`src/rtl/majority_circuit.sv`:
```
// Three-input majority voter for triplicated control signals. Drives a zero-latency
// voted output plus enable-qualified registered status and a saturating vote-1 counter.
module majority_circuit #(
    parameter int CNT_W = 16
) (
    input  logic             clk,
    input  logic             rst_n,
    input  logic             a,
    input  logic             b,
    input  logic             c,
    input  logic             en,
    input  logic             clr,
    output logic             out,
    output logic             out_q,
    output logic             unanimous,
    output logic [2:0]       dissent,
    output logic [CNT_W-1:0] maj_cnt
);

    localparam logic [CNT_W-1:0] CNT_MAX  = {CNT_W{1'b1}};
    localparam logic [CNT_W-1:0] CNT_ONE  = {{(CNT_W-1){1'b0}}, 1'b1};
    localparam logic [CNT_W-1:0] CNT_ZERO = {CNT_W{1'b0}};

    function automatic logic maj3(input logic [2:0] v);
        return (v[2] & v[1]) | (v[1] & v[0]) | (v[2] & v[0]);
    endfunction

    function automatic logic all_equal(input logic [2:0] v);
        return (&v) | ~(|v);
    endfunction

    logic [2:0]       votes_s;
    logic             maj_s;
    logic             vote_d, vote_q;
    logic             unan_d, unan_q;
    logic [2:0]       dis_d, dis_q;
    logic [CNT_W-1:0] cnt_d, cnt_q;

    assign votes_s = {a, b, c};
    assign maj_s   = maj3(votes_s);
    assign out     = maj_s;

    // Next-state for status registers and the vote-1 counter; clear outranks counting.
    always_comb begin
        vote_d = vote_q;
        unan_d = unan_q;
        dis_d  = dis_q;
        cnt_d  = cnt_q;
        if (en) begin
            vote_d = maj_s;
            unan_d = all_equal(votes_s);
            // XOR against the vote leaves only the outvoted input set
            dis_d  = votes_s ^ {3{maj_s}};
        end else begin
            vote_d = vote_q;
            unan_d = unan_q;
            dis_d  = dis_q;
        end
        if (clr) begin
            cnt_d = CNT_ZERO;
        end else if (en && maj_s && (cnt_q != CNT_MAX)) begin
            cnt_d = cnt_q + CNT_ONE;
        end else begin
            cnt_d = cnt_q;
        end
    end

    // Status and counter registers with asynchronous reset.
    always_ff @(posedge clk or negedge rst_n) begin
        if (!rst_n) begin
            vote_q <= 1'b0;
            unan_q <= 1'b0;
            dis_q  <= 3'b000;
            cnt_q  <= CNT_ZERO;
        end else begin
            vote_q <= vote_d;
            unan_q <= unan_d;
            dis_q  <= dis_d;
            cnt_q  <= cnt_d;
        end
    end

    assign out_q     = vote_q;
    assign unanimous = unan_q;
    assign dissent   = dis_q;
    assign maj_cnt   = cnt_q;

endmodule

```
`config.mk`:
```
export PLATFORM = sky130hd
export DESIGN_NAME = majority_circuit
export DESIGN_NICKNAME = d
export VERILOG_FILES = /design/src/rtl/majority_circuit.sv
export SDC_FILE = /design/constraint.sdc
export NUM_CORES = 1
export LEC_CHECK = 0
export ABC_AREA = 1
export BUFFER_PORTS_ARGS = -buffer_cell sky130_fd_sc_hd__buf_2
export CAP_MARGIN = 10
export CORE_MARGIN = 5
export CORE_UTILIZATION = 50
export DETAILED_ROUTE_END_ITERATION = 7
export PLACE_DENSITY = 0.75
export SYNTH_ARGS = -nofsm -noshare
export SYNTH_HDL_FRONTEND = slang
export SYNTH_SLANG_ARGS = --single-unit
```
`constraint.sdc`:
```
create_clock -name clk -period 3.85 [get_ports clk]
set_clock_uncertainty 0.15 [all_clocks]
set_input_delay 0.1925 -clock clk [delete_from_list [all_inputs] [get_ports clk]]
set_output_delay 0.1925 -clock clk [all_outputs]
set_load 0.005 [all_outputs]
```
; ---- After elaboration in Yosys (flattened, before gate mapping)
; Index checks and enable logic that the tools add are counted.
[totals]
regBits = 21
in_bits = 7
out_inout_bits = 22
elab_cells = 21
[op_classes]
n_addsub = 1
eq_ne = 1
muxes = 2
bitwise = 8
reduce_logical = 5
[op_table]
columns = cell, count
row1 = 2-to-1 mux 16 bit, 2
row2 = "adder 16 x 1 -> 16 bit, second input constant", 1
row3 = "!= test 16 bit, second input constant", 1
row4 = AND 1 bit, 3
row5 = OR 1 bit, 3
row6 = AND reduction 3 bit, 1
row7 = OR reduction 3 bit, 1
row8 = XOR 3 bit, 1
row9 = logical AND 1 bit, 2
row10 = nonzero test 2 bit, 1
row11 = NOT 1 bit, 1

; ---- Depth between registers and ports, before layout
; Gate-level depths: netlist of the first run.
[logic_depth]
ltp_word = 7
mapped_depth = 10
mapped_depth_nobuf = 9

; ---- Worst setup path before layout of the first run
; No wires, ideal clock.
[synth_timing]
path_type = reg-to-reg
from = reg cnt_q[0] (netlist: maj_cnt[0])
to = reg cnt_q[8] (netlist: maj_cnt[8])
setup_time_ns = 0.117
arrival_ns = 1.401
required_ns = 3.583
path_slack_ns = 2.182
path_stages_with_launch = 11
n_path_buf = 1
period_less_slack_ns = 1.668
cell_sequence = dfrtp_1 > ha_1 > nand2_1 > nor2_1 > nand2_2 > nor2_8 > o21ai_2 > inv_4 > buf_6 > nand2_1 > nand2_1
[synth_between]
elab_chain_cells = 3
[synth_lines]
columns = item, line
row1 = "start, declared", 37  ; logic [CNT_W-1:0] cnt_d, cnt_q;
row2 = "start signal, assigned", 79  ; cnt_q <= cnt_d;
row3 = adder 16 x 1 -> 16 bit / != test 16 bit (equally long branches), "62, 61"
row4 = 2-to-1 mux 16 bit / logical AND 1 bit (equally long branches), 61  ; end else if (en && maj_s && (cnt_q != CNT_MAX)) begin
row5 = 2-to-1 mux 16 bit / nonzero test 2 bit (equally long branches), --
; Several ways; a longest one is shown, not always the timed one. The select of a mux whose other input is x is not followed.
; A chain may end at the register's enable or synchronous reset.

; ---- Worst setup path in the final report of the first run
[layout_timing]
from = reg cnt_q[0] (netlist: maj_cnt[0])
to = reg cnt_q[11] (netlist: maj_cnt[11])
; The elaborated chain is that of the path after synthesis.

==> run_summary.xml, run 1 <==
<?xml version="1.0" encoding="UTF-8"?>
<metrics>
  <group name="run_status">
    <metric name="outcome" unit="">completed</metric>
  </group>
  <group name="placed_design">
    <metric name="numPortBuffers" unit="">28</metric>
    <metric name="dpl.cell_count" unit="">227</metric>
    <metric name="gp_routability_congestion" unit="">0.9223</metric>
    <metric name="dpl-instance-area" unit="um2">1439</metric>
    <metric name="detailedPlace.worstSlack" unit="ns">2.096</metric>
    <metric name="detailed_place_hpwl" unit="um">2184</metric>
  </group>
  <group name="power_and_ir_drop">
    <metric name="irDropWorstVdd" unit="uV">255.3</metric>
    <metric name="power.total" unit="uW">383.8</metric>
    <metric name="power.density" unit="nW/um2">258.2</metric>
    <metric name="total_leakage_power" unit="nW">0.8433</metric>
  </group>
  <group name="finish">
    <metric name="final_area" unit="um2">1486</metric>
    <metric name="nets" unit="">212</metric>
    <metric name="fin_util" unit="">0.6055</metric>
    <metric name="layout-area-overhead-vs-synth" unit="%">16.81</metric>
    <metric name="num_antenna_cells" unit="">0</metric>
    <metric name="instances_no_fill" unit="">233</metric>
    <metric name="share_of_final_layout_standard_cells_stronger_than_drive_strength_1" unit="">0.2414</metric>
  </group>
  <group name="worst_setup_path">
    <metric name="worstReg2RegEnd" unit="">maj_cnt[11]</metric>
    <metric name="crit_cells" unit="">8</metric>
    <metric name="worstSetupEndpointType" unit="">flop</metric>
    <metric name="critPathSlowestCell" unit="">sky130_fd_sc_hd__dfrtp_1</metric>
    <metric name="crit_chain" unit="">ha_1 &gt; nand2_1 &gt; nor2_1 &gt; nand2_2 &gt; nor2_8 &gt; nor2_1 &gt; nand4_1 &gt; nand2_1</metric>
    <metric name="highest_fanout_seen_on_the_critical_path" unit="">7</metric>
    <metric name="rrSetupSlack" unit="ns">2.04</metric>
    <metric name="worstPathBufferInverterCount" unit="">0</metric>
    <metric name="cp.arrival" unit="ns">1.90</metric>
    <metric name="crit_path_start" unit="">maj_cnt[0]</metric>
    <metric name="timing.reg2reg.worst_path_depth" unit="">8</metric>
    <metric name="endpoint" unit="">maj_cnt[11]</metric>
    <metric name="startpoint_class_of_the_critical_path" unit="">flop</metric>
    <metric name="cp_top_family" unit="">simple AND/OR/NAND/NOR gates</metric>
    <metric name="critical_path_required" unit="ns">3.95</metric>
    <metric name="crit_path_max_incr_delay" unit="ns">0.43</metric>
    <metric name="rr_startpoint" unit="">maj_cnt[0]</metric>
    <metric name="critical_path_class" unit="">reg2reg</metric>
  </group>
  <group name="clock_tree">
    <metric name="cts_root_buffer" unit="">sky130_fd_sc_hd__clkbuf_4</metric>
    <metric name="clk_pin_slew" unit="ns">0.11</metric>
    <metric name="cts_tree" unit="">built</metric>
    <metric name="clkSinkCount" unit="">21</metric>
    <metric name="numCtsBuffers" unit="">3</metric>
    <metric name="worst_case_clock_buffer_depth" unit="">2</metric>
    <metric name="htree_num_levels" unit="">1</metric>
    <metric name="cts_repair_resize_count" unit="">0</metric>
    <metric name="clk-insertion-delay-late" unit="ns">0.30</metric>
  </group>
  <group name="global_routing">
    <metric name="antenna_violations_before_repair" unit="">0</metric>
    <metric name="grt_util_all_layers" unit="">0.1726</metric>
    <metric name="grt_start_max_net_pins" unit="">22</metric>
    <metric name="via_count_of_the_first_global_routing_pass" unit="">1141</metric>
    <metric name="globalRouteOverflowTotal" unit="">0</metric>
    <metric name="grt_pass1_wl" unit="um">4843</metric>
  </group>
  <group name="timing">
    <metric name="finalWorstSetupSlack" unit="ns">2.044</metric>
    <metric name="final.setup.tns" unit="ns">0</metric>
    <metric name="final_min_period_over_clock_period" unit="">0.4692</metric>
    <metric name="finalHoldViolCount" unit="">0</metric>
    <metric name="finalMaxSlewViolations" unit="">0</metric>
    <metric name="grt_setup_unrepaired" unit="">no</metric>
    <metric name="final-setup-viol-count" unit="">0</metric>
    <metric name="period_minus_ws_final" unit="ns">1.806</metric>
    <metric name="fmaxAchievable" unit="MHz">553.6</metric>
    <metric name="timing.max_slew.rel_slack" unit="">0.6776</metric>
    <metric name="hold-worst-slack" unit="ns">0.03973</metric>
    <metric name="least_margin_pin_slew" unit="ns">0.4836</metric>
  </group>
  <group name="logic_synthesis">
    <metric name="synth_area" unit="um2">1272</metric>
    <metric name="synthFlopType" unit="">sky130_fd_sc_hd__dfrtp_1</metric>
    <metric name="synth_edf_count" unit="">0</metric>
    <metric name="synthesis.instances" unit="">170</metric>
    <metric name="netlist.area_leader.share" unit="">0.4130</metric>
    <metric name="avgSynthCellArea" unit="um2">7.485</metric>
    <metric name="synth_top_cells_by_area" unit="">sky130_fd_sc_hd__dfrtp_1 (41%), sky130_fd_sc_hd__nand2_1 (19%), sky130_fd_sc_hd__nand3_1 (5.5%), sky130_fd_sc_hd__nor2_1 (4.7%), sky130_fd_sc_hd__xor2_1 (4.1%)</metric>
    <metric name="synth.lib_cells_used.distinct" unit="">25</metric>
    <metric name="asyncSetResetFlopFracSynth" unit="">1.000</metric>
    <metric name="ys_warn_count" unit="">0</metric>
    <metric name="ys_seq_elements" unit="">21</metric>
    <metric name="synth.net_count" unit="">178</metric>
    <metric name="synth_sequential_area_ratio" unit="">0.4130</metric>
    <metric name="yosys_top_cell_by_area" unit="">sky130_fd_sc_hd__dfrtp_1</metric>
  </group>
  <group name="floorplan">
    <metric name="floorplan.initialDensity" unit="">0.5183</metric>
    <metric name="placementRows" unit="">18</metric>
    <metric name="ios" unit="">29</metric>
    <metric name="chipWidth" unit="um">60.45</metric>
    <metric name="die_height" unit="um">60.45</metric>
    <metric name="core-area" unit="um2">2455</metric>
    <metric name="floorplan.die_area" unit="um2">3654</metric>
  </group>
  <group name="drt">
    <metric name="finalWirelength" unit="um">2867</metric>
    <metric name="post_drt_via_cell_ratio" unit="">5.193</metric>
    <metric name="final_antenna_net_count" unit="">0</metric>
    <metric name="vias" unit="">1210</metric>
    <metric name="dr.pass1.iters" unit="">5</metric>
    <metric name="drt_first_iter_violations" unit="">42</metric>
    <metric name="drt-wirelength-per-cell" unit="um">12.30</metric>
    <metric name="route.detailed.drc" unit="">0</metric>
  </group>
  <group name="worst_hold_path">
    <metric name="hold_path.startpoint" unit="">c</metric>
    <metric name="min_path_type" unit="">in2reg</metric>
  </group>
  <group name="flow_run">
    <metric name="drv.max_cap_violation_count" unit="">0</metric>
  </group>
</metrics>
==> cell usage after synthesis (2+ instances only) <==
master / n
sky130_fd_sc_hd__nand2_1: 66
sky130_fd_sc_hd__dfrtp_1: 21
sky130_fd_sc_hd__nand3_1: 14
sky130_fd_sc_hd__nand4_1: 7
sky130_fd_sc_hd__xor2_1: 6
sky130_fd_sc_hd__inv_1: 11
sky130_fd_sc_hd__nor2_2: 2
sky130_fd_sc_hd__or2_2: 4
sky130_fd_sc_hd__o21bai_1: 3
sky130_fd_sc_hd__nor2_1: 16
sky130_fd_sc_hd__nand2_2: 3
sky130_fd_sc_hd__o21ai_0: 4
==> sequential cells by signal, summed over array words and instances (netlist names) <==
signal	cells
maj_cnt	16
unanimous	1
dissent	3
out_q	1
==> metal layers <==
metal	routed length [um]	GRT usage	part of all wire	vias to the layer above
met5	0	0	0	-
met4	48	0.07430	0.017	0
met3	109	0.02128	0.038	4
met2	1348	0.2824	0.47	29
met1	1360	0.2305	0.47	561
li1	-	-	-	616
==> cells by family after synthesis <==
kind of cell	Yosys count	share of synthesized area
compound gates	12	0.06490
flops	21	0.4130
xor+xnor	6	0.04130
fa+ha+maj	1	0.009831
simple gates	116	0.4218
buf+inv	14	0.04916
==> what timing repair did <==
action,4_1_cts,5_1_grt
endpoints found under the hold margin,22,0
setup buffers,0,0
setup endpoints to repair,0,0
hold buffers,2,0
==> report_power, final <==
part,internal (mW),leakage (nW),switching [mW]
registers,0.228,0.284,0.00477
clock network,0.0388,0.0177,0.0659
logic,0.0179,0.542,0.0285
==> cell type report <==
class                           count  area, um2
Tap cell                           30      37.54
Clock inverter                      1      5.005
Timing Repair Buffer               30      160.2
Clock buffer                        3      22.52
Inverter                           13      51.30
Sequential cell                    21      525.5
Fill cell                         238      968.4
Multi-Input combinational cell    135      684.4
==> worst min-delay path by stage <==
stage                 end  cells after the start
2_1_floorplan  dissent[0]                      0
3_3_place_gp   maj_cnt[9]                      1
3_5_place_dp   maj_cnt[8]                      1
4_1_cts        maj_cnt[4]                      4
5_1_grt        dissent[0]                      3
6_report       dissent[0]                      3
==> worst register-to-register path, stage by stage, from the launching register on <==
cell	delay, ns
sky130_fd_sc_hd__dfrtp_1	0.43
sky130_fd_sc_hd__ha_1	0.23
sky130_fd_sc_hd__nand2_1	0.09
sky130_fd_sc_hd__nor2_1	0.05
sky130_fd_sc_hd__nand2_2	0.14
sky130_fd_sc_hd__nor2_8	0.07
sky130_fd_sc_hd__nor2_1	0.34
sky130_fd_sc_hd__nand4_1	0.14
sky130_fd_sc_hd__nand2_1	0.10
==> placed cells by master, fill, tap and decap left out, drive strengths merged, types with 2 or more instances in the layout <==
cell type    count
dlygate4sd3      2
nand3           14
nor2            20
nand2           70
inv             13
buf             28
o21ai            6
or2              4
xor2             6
dfrtp           21
nand4            7
clkbuf           3
o21bai           3
Power figures use the tool's default switching activity.
==> inputs of run 2 (changes only) <==
--- a/config.mk
+++ b/config.mk
@@ -5,7 +5,7 @@
 export SDC_FILE = /design/constraint.sdc
 export NUM_CORES = 1
 export LEC_CHECK = 0
-export ABC_AREA = 1
+export ABC_AREA = 0
 export BUFFER_PORTS_ARGS = -buffer_cell sky130_fd_sc_hd__buf_2
 export CAP_MARGIN = 10
 export CORE_MARGIN = 5
==> constraint.sdc (replaced) <==
create_clock -name clk -period 1.7 [get_ports clk]
set_clock_uncertainty 0.15 [all_clocks]
set_input_delay 0.085 -clock clk [delete_from_list [all_inputs] [get_ports clk]]
set_output_delay 0.085 -clock clk [all_outputs]
set_load 0.005 [all_outputs]
==> run 2 against run 1 <==
  * The flow now finishes with violations (setup timing)
  * Count of clock-buffer cells in the layout did not move
  * Global-route usage rose by 3.1 points
  * Setup slack got worse by 2.1 ns
  * Highest routed layer unchanged
==> run_summary.xml, run 2 <==
<?xml version="1.0" encoding="UTF-8"?>
<metrics>
  <group name="run_status">
    <metric name="outcome" unit="">complete, but fails checks</metric>
    <metric name="failing_checks" unit="">setup timing</metric>
  </group>
  <group name="worst_setup_path">
    <metric name="worstReg2RegEnd" unit="">maj_cnt[15]</metric>
    <metric name="timing.reg2reg.worst_path_depth" unit="">6</metric>
    <metric name="rrSetupSlack" unit="ns">-0.09</metric>
    <metric name="critical_path_required" unit="ns">1.78</metric>
    <metric name="cp.arrival" unit="ns">1.88</metric>
    <metric name="worstSetupEndpointType" unit="">flop</metric>
    <metric name="highest_fanout_seen_on_the_critical_path" unit="">4</metric>
    <metric name="rr_startpoint" unit="">maj_cnt[1]</metric>
    <metric name="endpoint" unit="">maj_cnt[15]</metric>
    <metric name="critical_path_class" unit="">reg2reg</metric>
    <metric name="crit_path_start" unit="">maj_cnt[1]</metric>
    <metric name="startpoint_class_of_the_critical_path" unit="">flop</metric>
  </group>
  <group name="timing">
    <metric name="final_min_period_over_clock_period" unit="">1.054</metric>
    <metric name="timing.max_slew.rel_slack" unit="">0.6740</metric>
    <metric name="finalMaxSlewViolations" unit="">0</metric>
    <metric name="finalWorstSetupSlack" unit="ns">-0.09197</metric>
    <metric name="final-setup-viol-count" unit="">9</metric>
    <metric name="least_margin_pin_slew" unit="ns">0.4890</metric>
    <metric name="finalHoldViolCount" unit="">0</metric>
    <metric name="final.setup.tns" unit="ns">-0.5112</metric>
    <metric name="fmaxAchievable" unit="MHz">558.0</metric>
    <metric name="period_minus_ws_final" unit="ns">1.792</metric>
    <metric name="grt_setup_unrepaired" unit="">yes</metric>
  </group>
  <group name="flow_run">
    <metric name="drv.max_cap_violation_count" unit="">0</metric>
  </group>
  <group name="power_and_ir_drop">
    <metric name="total_leakage_power" unit="nW">0.9049</metric>
    <metric name="comb_power_share" unit="">0.154</metric>
    <metric name="irDropWorstVdd" unit="uV">426.6</metric>
    <metric name="switchingPower" unit="uW">238.0</metric>
    <metric name="power.density" unit="nW/um2">478.8</metric>
    <metric name="power_share_of_the_clock_group" unit="">0.266</metric>
    <metric name="p_sw_frac" unit="">0.2629</metric>
    <metric name="power.internal" unit="uW">667.2</metric>
    <metric name="relative_contribution_of_sequential_cells_to_total_power" unit="">0.579</metric>
  </group>
  <group name="global_routing">
    <metric name="grt_start_max_net_pins" unit="">24</metric>
    <metric name="grt_util_all_layers" unit="">0.2036</metric>
    <metric name="antenna_violations_before_repair" unit="">0</metric>
    <metric name="grt_pass1_wl" unit="um">5630</metric>
    <metric name="via_count_of_the_first_global_routing_pass" unit="">1267</metric>
    <metric name="globalRouteOverflowTotal" unit="">0</metric>
  </group>
  <group name="drt">
    <metric name="post_drt_via_cell_ratio" unit="">5.735</metric>
    <metric name="vias" unit="">1319</metric>
    <metric name="dr.pass1.iters" unit="">4</metric>
    <metric name="drt-wirelength-per-cell" unit="um">16.01</metric>
    <metric name="final_antenna_net_count" unit="">0</metric>
    <metric name="route.detailed.drc" unit="">0</metric>
    <metric name="drt_first_iter_violations" unit="">60</metric>
    <metric name="finalWirelength" unit="um">3683</metric>
  </group>
  <group name="logic_synthesis">
    <metric name="synthesis.instances" unit="">135</metric>
    <metric name="yosysMostFrequentCell" unit="">sky130_fd_sc_hd__dfrtp_1</metric>
    <metric name="yosys_top_cell_by_area" unit="">sky130_fd_sc_hd__dfrtp_1</metric>
    <metric name="synth_sequential_area_ratio" unit="">0.4196</metric>
    <metric name="ys_seq_elements" unit="">21</metric>
    <metric name="post_synth_most_frequent_cells" unit="">sky130_fd_sc_hd__dfrtp_1 (21), sky130_fd_sc_hd__nor2_1 (14), sky130_fd_sc_hd__a21oi_1 (13)</metric>
    <metric name="asyncSetResetFlopFracSynth" unit="">1.000</metric>
    <metric name="synth_top_cells_by_area" unit="">sky130_fd_sc_hd__dfrtp_1 (42%), sky130_fd_sc_hd__mux2_1 (5.4%), sky130_fd_sc_hd__a21oi_1 (5.2%), sky130_fd_sc_hd__nor2_1 (4.2%), sky130_fd_sc_hd__nand4_4 (3.4%)</metric>
    <metric name="synth.lib_cells_used.distinct" unit="">35</metric>
    <metric name="ys_warn_count" unit="">0</metric>
    <metric name="avgSynthCellArea" unit="um2">9.277</metric>
    <metric name="synth.net_count" unit="">143</metric>
    <metric name="synth_edf_count" unit="">0</metric>
    <metric name="synthFlopType" unit="">sky130_fd_sc_hd__dfrtp_1</metric>
    <metric name="synth_area" unit="um2">1252</metric>
    <metric name="netlist.area_leader.share" unit="">0.4196</metric>
  </group>
  <group name="clock_tree">
    <metric name="numCtsBuffers" unit="">3</metric>
    <metric name="cts_tree" unit="">built</metric>
    <metric name="clkSinkCount" unit="">21</metric>
    <metric name="clk_pin_slew" unit="ns">0.12</metric>
    <metric name="worst_case_clock_buffer_depth" unit="">2</metric>
    <metric name="htree_num_levels" unit="">1</metric>
    <metric name="cts_root_buffer" unit="">sky130_fd_sc_hd__clkbuf_4</metric>
    <metric name="clk-insertion-delay-late" unit="ns">0.30</metric>
  </group>
  <group name="floorplan">
    <metric name="floorplan.initialDensity" unit="">0.5149</metric>
    <metric name="ios" unit="">29</metric>
    <metric name="placementRows" unit="">18</metric>
    <metric name="chipWidth" unit="um">60.05</metric>
    <metric name="die_height" unit="um">60.05</metric>
    <metric name="core-area" unit="um2">2432</metric>
    <metric name="floorplan.die_area" unit="um2">3606</metric>
  </group>
  <group name="placed_design">
    <metric name="numPortBuffers" unit="">28</metric>
    <metric name="detailed_place_hpwl" unit="um">2319</metric>
    <metric name="gp_routability_congestion" unit="">0.8801</metric>
    <metric name="dpl.cell_count" unit="">210</metric>
    <metric name="dpl-instance-area" unit="um2">1619</metric>
  </group>
  <group name="finish">
    <metric name="commonest_cells_after_routing_fill_and_taps_aside" unit="">sky130_fd_sc_hd__buf_2 (28), sky130_fd_sc_hd__buf_4 (28), sky130_fd_sc_hd__dfrtp_1 (18)</metric>
    <metric name="nets" unit="">209</metric>
    <metric name="flip_flop_count_of_the_largest_register_all_copies_and_words_added" unit="">16</metric>
    <metric name="final_area" unit="um2">1891</metric>
    <metric name="share_of_final_layout_standard_cells_stronger_than_drive_strength_1" unit="">0.4750</metric>
    <metric name="layout-area-overhead-vs-synth" unit="%">50.95</metric>
    <metric name="instances_no_fill" unit="">230</metric>
    <metric name="num_antenna_cells" unit="">0</metric>
  </group>
  <group name="worst_hold_path">
    <metric name="min_path_type" unit="">in2reg</metric>
  </group>
</metrics>
## run 2: layer usage
metal | vias up | part of all wire | GRT usage | routed length [um]
met5 | - | 0 | 0 | 0
met4 | 0 | 0.018 | 0.05696 | 68
met3 | 10 | 0.033 | 0.02376 | 122
met2 | 38 | 0.53 | 0.3611 | 1966
met1 | 649 | 0.41 | 0.2581 | 1526
li1 | 622 | - | - | -
## run 2: layout make-up
type | instances | area (um2)
clock inverters | 1 | 5.005
fillers | 175 | 541.8
clock buffers | 3 | 22.52
repair buffers | 68 | 474.2
flip-flops and latches | 21 | 529.3
multi-input cells | 104 | 810.8
inverters | 3 | 11.26
well taps | 30 | 37.54
## run 2: cells by family after synthesis
family | count (synthesis) | synth area share
and+or+nand+nor | 67 | 0.3297
adders and majority gates | 2 | 0.02097
buffers and inverters | 11 | 0.03696
muxes | 8 | 0.06993
DFF | 21 | 0.4196
AOI/OAI and AO/OA | 26 | 0.1229
## run 2: power groups by stage
stage | Sequential (mW) | Clock, mW | Combinational, mW
global placement | 0.532 | 0 | 0.107
finish | 0.524 | 0.241 | 0.140
detailed placement | 0.532 | 0 | 0.111
CTS | 0.522 | 0.252 | 0.132
floorplan | 0.535 | 0 | 0.0591
global route | 0.527 | 0.275 | 0.154
## run 2: how the worst min path moves through the flow
| stage | from | end | slack (ns) | cells past startpoint |
|---|---|---|---|---|
| finish | a | dissent[2] | 0.03 | 4 |
| global route | clr | maj_cnt[8] | 0.07 | 2 |
| CTS | b | unanimous | 0.003 | 3 |
| detailed placement | rst_n | maj_cnt[12] | -0.07 | 1 |
| global placement | rst_n | maj_cnt[14] | -0.09 | 1 |
| floorplan | rst_n | dissent[0] | -0.36 | 0 |
## run 2: stage by stage
stage                     hold WS (ns)  power, mW  worst slack, ns    util
after detailed placement      -0.07272     0.6431          -0.1955  0.6656
after floorplan                -0.3606     0.5939         -0.06228       -
after global placement        -0.08686     0.6386         -0.05806  0.6656
after CTS                     0.003405     0.9061         -0.08737  0.7387
final                          0.03343     0.9052         -0.09197  0.7773
after global routing           0.06782     0.9557          -0.1835  0.7773
## run 2: critical path, cell delays in order (launching register included)
cell	delay, ns
sky130_fd_sc_hd__dfrtp_1	0.44
sky130_fd_sc_hd__ha_4	0.19
sky130_fd_sc_hd__nand2_4	0.08
sky130_fd_sc_hd__nor3_2	0.07
sky130_fd_sc_hd__buf_4	0.16
sky130_fd_sc_hd__or4_4	0.50
sky130_fd_sc_hd__a21oi_2	0.13
## run 2: timing repair
action | CTS | global route
endpoints found under the setup margin | 13 | 16
gates cloned | 0 | 1
hold endpoints to repair | 24 | 0
pin swaps | 6 | 4
hold buffers | 9 | 0
gates resized for setup | 5 | 20
setup buffers | 5 | 1
==> inputs of run 3 (changes only) <==
==> constraint.sdc (replaced) <==
create_clock -name clk -period 1.7 [get_ports clk]
set_clock_uncertainty 0.15 [all_clocks]
set_input_delay 0.34 -clock clk [delete_from_list [all_inputs] [get_ports clk]]
set_output_delay 0.34 -clock clk [all_outputs]
set_load 0.05 [all_outputs]
==> run 3 against run 2 <==
  * The flow still finishes with violations (setup timing)
  * Largest power group unchanged
  * First-iteration DRC count decreased by 38%
  * Utilization decreased by 5.1 points
  * Sequential power about the same
  * Wire length decreased by 14%
  * Register-to-register slack improved by 0.02 ns
  * Sequential share of layout area increased by 2.9 points
  * Setup slack improved by 0.022 ns
  * Global-route usage decreased by 2.1 points
  * Cell area decreased by 6.6%
  * Non-clock buffer count decreased by 11
  * Total power increased by 5.7%
==> run_summary.xml, run 3 (synthesis gave the netlist of run 2 again) <==
<?xml version="1.0" encoding="UTF-8"?>
<metrics>
  <group name="drt">
    <metric name="vias" unit="">1208</metric>
    <metric name="finalWirelength" unit="um">3171</metric>
    <metric name="route.detailed.drc" unit="">0</metric>
    <metric name="final_antenna_net_count" unit="">0</metric>
    <metric name="post_drt_via_cell_ratio" unit="">5.541</metric>
    <metric name="dr.pass1.iters" unit="">4</metric>
    <metric name="drt-wirelength-per-cell" unit="um">14.55</metric>
    <metric name="drt_first_iter_violations" unit="">37</metric>
  </group>
  <group name="worst_setup_path">
    <metric name="critPathSlowestCell" unit="">sky130_fd_sc_hd__or4_1</metric>
    <metric name="crit_chain" unit="">ha_4 &gt; nand2_4 &gt; nor3_4 &gt; buf_6 &gt; or4_1 &gt; a21oi_2</metric>
    <metric name="rr_startpoint" unit="">maj_cnt[1]</metric>
    <metric name="timing.reg2reg.worst_path_depth" unit="">6</metric>
    <metric name="cp.arrival" unit="ns">1.87</metric>
    <metric name="crit_path_max_incr_delay" unit="ns">0.53</metric>
    <metric name="worstReg2RegEnd" unit="">maj_cnt[15]</metric>
    <metric name="startpoint_class_of_the_critical_path" unit="">flop</metric>
    <metric name="critical_path_class" unit="">reg2reg</metric>
    <metric name="highest_fanout_seen_on_the_critical_path" unit="">8</metric>
    <metric name="worstSetupEndpointType" unit="">flop</metric>
    <metric name="critical_path_required" unit="ns">1.80</metric>
    <metric name="rrSetupSlack" unit="ns">-0.07</metric>
  </group>
  <group name="global_routing">
    <metric name="antenna_violations_before_repair" unit="">0</metric>
    <metric name="grt_start_max_net_pins" unit="">24</metric>
    <metric name="via_count_of_the_first_global_routing_pass" unit="">1133</metric>
    <metric name="grt_pass1_wl" unit="um">4954</metric>
    <metric name="globalRouteOverflowTotal" unit="">0</metric>
    <metric name="grt_util_all_layers" unit="">0.1825</metric>
  </group>
  <group name="floorplan">
    <metric name="die_height" unit="um">60.05</metric>
    <metric name="placementRows" unit="">18</metric>
    <metric name="chipWidth" unit="um">60.05</metric>
    <metric name="core-area" unit="um2">2432</metric>
    <metric name="floorplan.initialDensity" unit="">0.5149</metric>
    <metric name="floorplan.die_area" unit="um2">3606</metric>
    <metric name="ios" unit="">29</metric>
  </group>
  <group name="run_status">
    <metric name="outcome" unit="">complete, but fails checks</metric>
    <metric name="failing_checks" unit="">setup timing</metric>
  </group>
  <group name="clock_tree">
    <metric name="worst_case_clock_buffer_depth" unit="">2</metric>
    <metric name="htree_num_levels" unit="">1</metric>
    <metric name="cts_root_buffer" unit="">sky130_fd_sc_hd__clkbuf_4</metric>
    <metric name="clkSinkCount" unit="">21</metric>
    <metric name="cts_tree" unit="">built</metric>
    <metric name="clk-insertion-delay-late" unit="ns">0.31</metric>
    <metric name="clk_pin_slew" unit="ns">0.13</metric>
    <metric name="numCtsBuffers" unit="">3</metric>
  </group>
  <group name="worst_hold_path">
    <metric name="min_path_type" unit="">in2reg</metric>
    <metric name="hold_path.startpoint" unit="">clr</metric>
    <metric name="hold_path_end" unit="">maj_cnt[15]</metric>
    <metric name="hold-path-cell-count" unit="">2</metric>
  </group>
  <group name="finish">
    <metric name="num_antenna_cells" unit="">0</metric>
    <metric name="nets" unit="">197</metric>
    <metric name="share_of_final_layout_standard_cells_stronger_than_drive_strength_1" unit="">0.5266</metric>
    <metric name="nFillCells" unit="">181</metric>
    <metric name="final_area" unit="um2">1765</metric>
    <metric name="final_common_cell" unit="">sky130_fd_sc_hd__buf_2</metric>
    <metric name="commonest_cells_after_routing_fill_and_taps_aside" unit="">sky130_fd_sc_hd__buf_2 (28), sky130_fd_sc_hd__buf_4 (27), sky130_fd_sc_hd__dfrtp_2 (16)</metric>
    <metric name="layout-area-overhead-vs-synth" unit="%">40.96</metric>
    <metric name="flip_flop_count_of_the_largest_register_all_copies_and_words_added" unit="">16</metric>
    <metric name="fin_util" unit="">0.7258</metric>
  </group>
  <group name="timing">
    <metric name="fmaxAchievable" unit="MHz">564.9</metric>
    <metric name="final-setup-viol-count" unit="">5</metric>
    <metric name="least_margin_pin_slew" unit="ns">0.4794</metric>
    <metric name="period_minus_ws_final" unit="ns">1.770</metric>
    <metric name="hold-worst-slack" unit="ns">0.2926</metric>
    <metric name="finalMaxSlewViolations" unit="">0</metric>
    <metric name="final_min_period_over_clock_period" unit="">1.041</metric>
    <metric name="timing.max_slew.rel_slack" unit="">0.6804</metric>
    <metric name="finalWorstSetupSlack" unit="ns">-0.07020</metric>
    <metric name="finalHoldViolCount" unit="">0</metric>
    <metric name="grt_setup_unrepaired" unit="">yes</metric>
  </group>
  <group name="flow_run">
    <metric name="drv.max_cap_violation_count" unit="">0</metric>
  </group>
  <group name="placed_design">
    <metric name="detailedPlace.worstSlack" unit="ns">-0.09293</metric>
    <metric name="detailed_place_hpwl" unit="um">2257</metric>
    <metric name="gp_routability_congestion" unit="">0.7946</metric>
    <metric name="numPortBuffers" unit="">28</metric>
    <metric name="dpl-instance-area" unit="um2">1604</metric>
  </group>
  <group name="power_and_ir_drop">
    <metric name="comb_power_share" unit="">0.191</metric>
    <metric name="irDropWorstVdd" unit="uV">472.8</metric>
    <metric name="power_share_of_the_clock_group" unit="">0.262</metric>
    <metric name="total_leakage_power" unit="nW">0.8269</metric>
    <metric name="power.internal" unit="uW">658.2</metric>
    <metric name="power.density" unit="nW/um2">542.1</metric>
    <metric name="relative_contribution_of_sequential_cells_to_total_power" unit="">0.547</metric>
    <metric name="switchingPower" unit="uW">298.8</metric>
    <metric name="p_sw_frac" unit="">0.3122</metric>
    <metric name="power.total" unit="uW">957.1</metric>
  </group>
</metrics>
-- run 3: worst max path at each step --
| stage | start | endpoint | slack (ns) | depth (start not counted) |
|---|---|---|---|---|
| final | maj_cnt[1] | maj_cnt[15] | -0.07 | 6 |
| after CTS | maj_cnt[1] | maj_cnt[15] | -0.04 | 6 |
| after global placement | maj_cnt[1] | maj_cnt[13] | -0.03 | 6 |
| after detailed placement | maj_cnt[1] | maj_cnt[13] | -0.09 | 6 |
| after global routing | maj_cnt[1] | maj_cnt[15] | -0.13 | 6 |
| after floorplan | maj_cnt[1] | maj_cnt[14] | -0.20 | 5 |
-- run 3: area by class of cell --
cell class	instances	area (um2)	share of cell area
Multi-Input combinational cell	103	779.5	0.4415
Timing Repair Buffer	57	364.1	0.2062
Tap cell	30	37.54	0.02126
Clock buffer	3	22.52	0.01276
Clock inverter	1	5.005	0.002835
Inverter	3	11.26	0.006378
Sequential cell	21	545.5	0.3090
-- run 3: power by group through the flow --
stage,combinational [mW],sequential [mW],clock (mW)
floorplan,0.0692,0.589,0
global placement,0.174,0.533,0
detailed placement,0.179,0.534,0
CTS,0.182,0.524,0.258
global route,0.197,0.527,0.285
finish,0.183,0.524,0.250
-- run 3: routing by layer --
| metal | wire length (um) | vias to the layer above | GRT usage |
|---|---|---|---|
| met3 | 84 | 5 | 0.02808 |
| met5 | 0 | - | 0 |
| met2 | 1663 | 16 | 0.3333 |
| met1 | 1376 | 589 | 0.2122 |
| li1 | - | 598 | - |
| met4 | 47 | 0 | 0.06646 |
-- run 3: timing repair --
item                       CTS  global route
gates resized for setup      5            11
hold endpoints to repair    21             0
setup endpoints to repair    9            13
hold buffers                 1             0
buffers inserted             2             6
pin swaps                    6             5
-- run 3: metrics by stage --
| stage | cells | setup TNS (ns) |
|---|---|---|
| final | 218 | -0.2086 |
| after global routing | 218 | -0.7529 |
| after CTS | 212 | -0.1751 |
| after detailed placement | 205 | -0.2966 |
| after global placement | 205 | -0.1012 |
| after floorplan | 135 | -1.270 |
-- run 3: worst max-delay path: cells and delay by family, from the launching register on --
| family | cells | cell delay (ns) |
|---|---|---|
| AND/OR/NAND/NOR | 3 | 0.66 |
| buffers and inverters | 1 | 0.14 |
| AO/OA/AOI/OAI | 1 | 0.13 |
| adder cells (fa/ha/maj) | 1 | 0.18 |
| flip-flops | 1 | 0.45 |
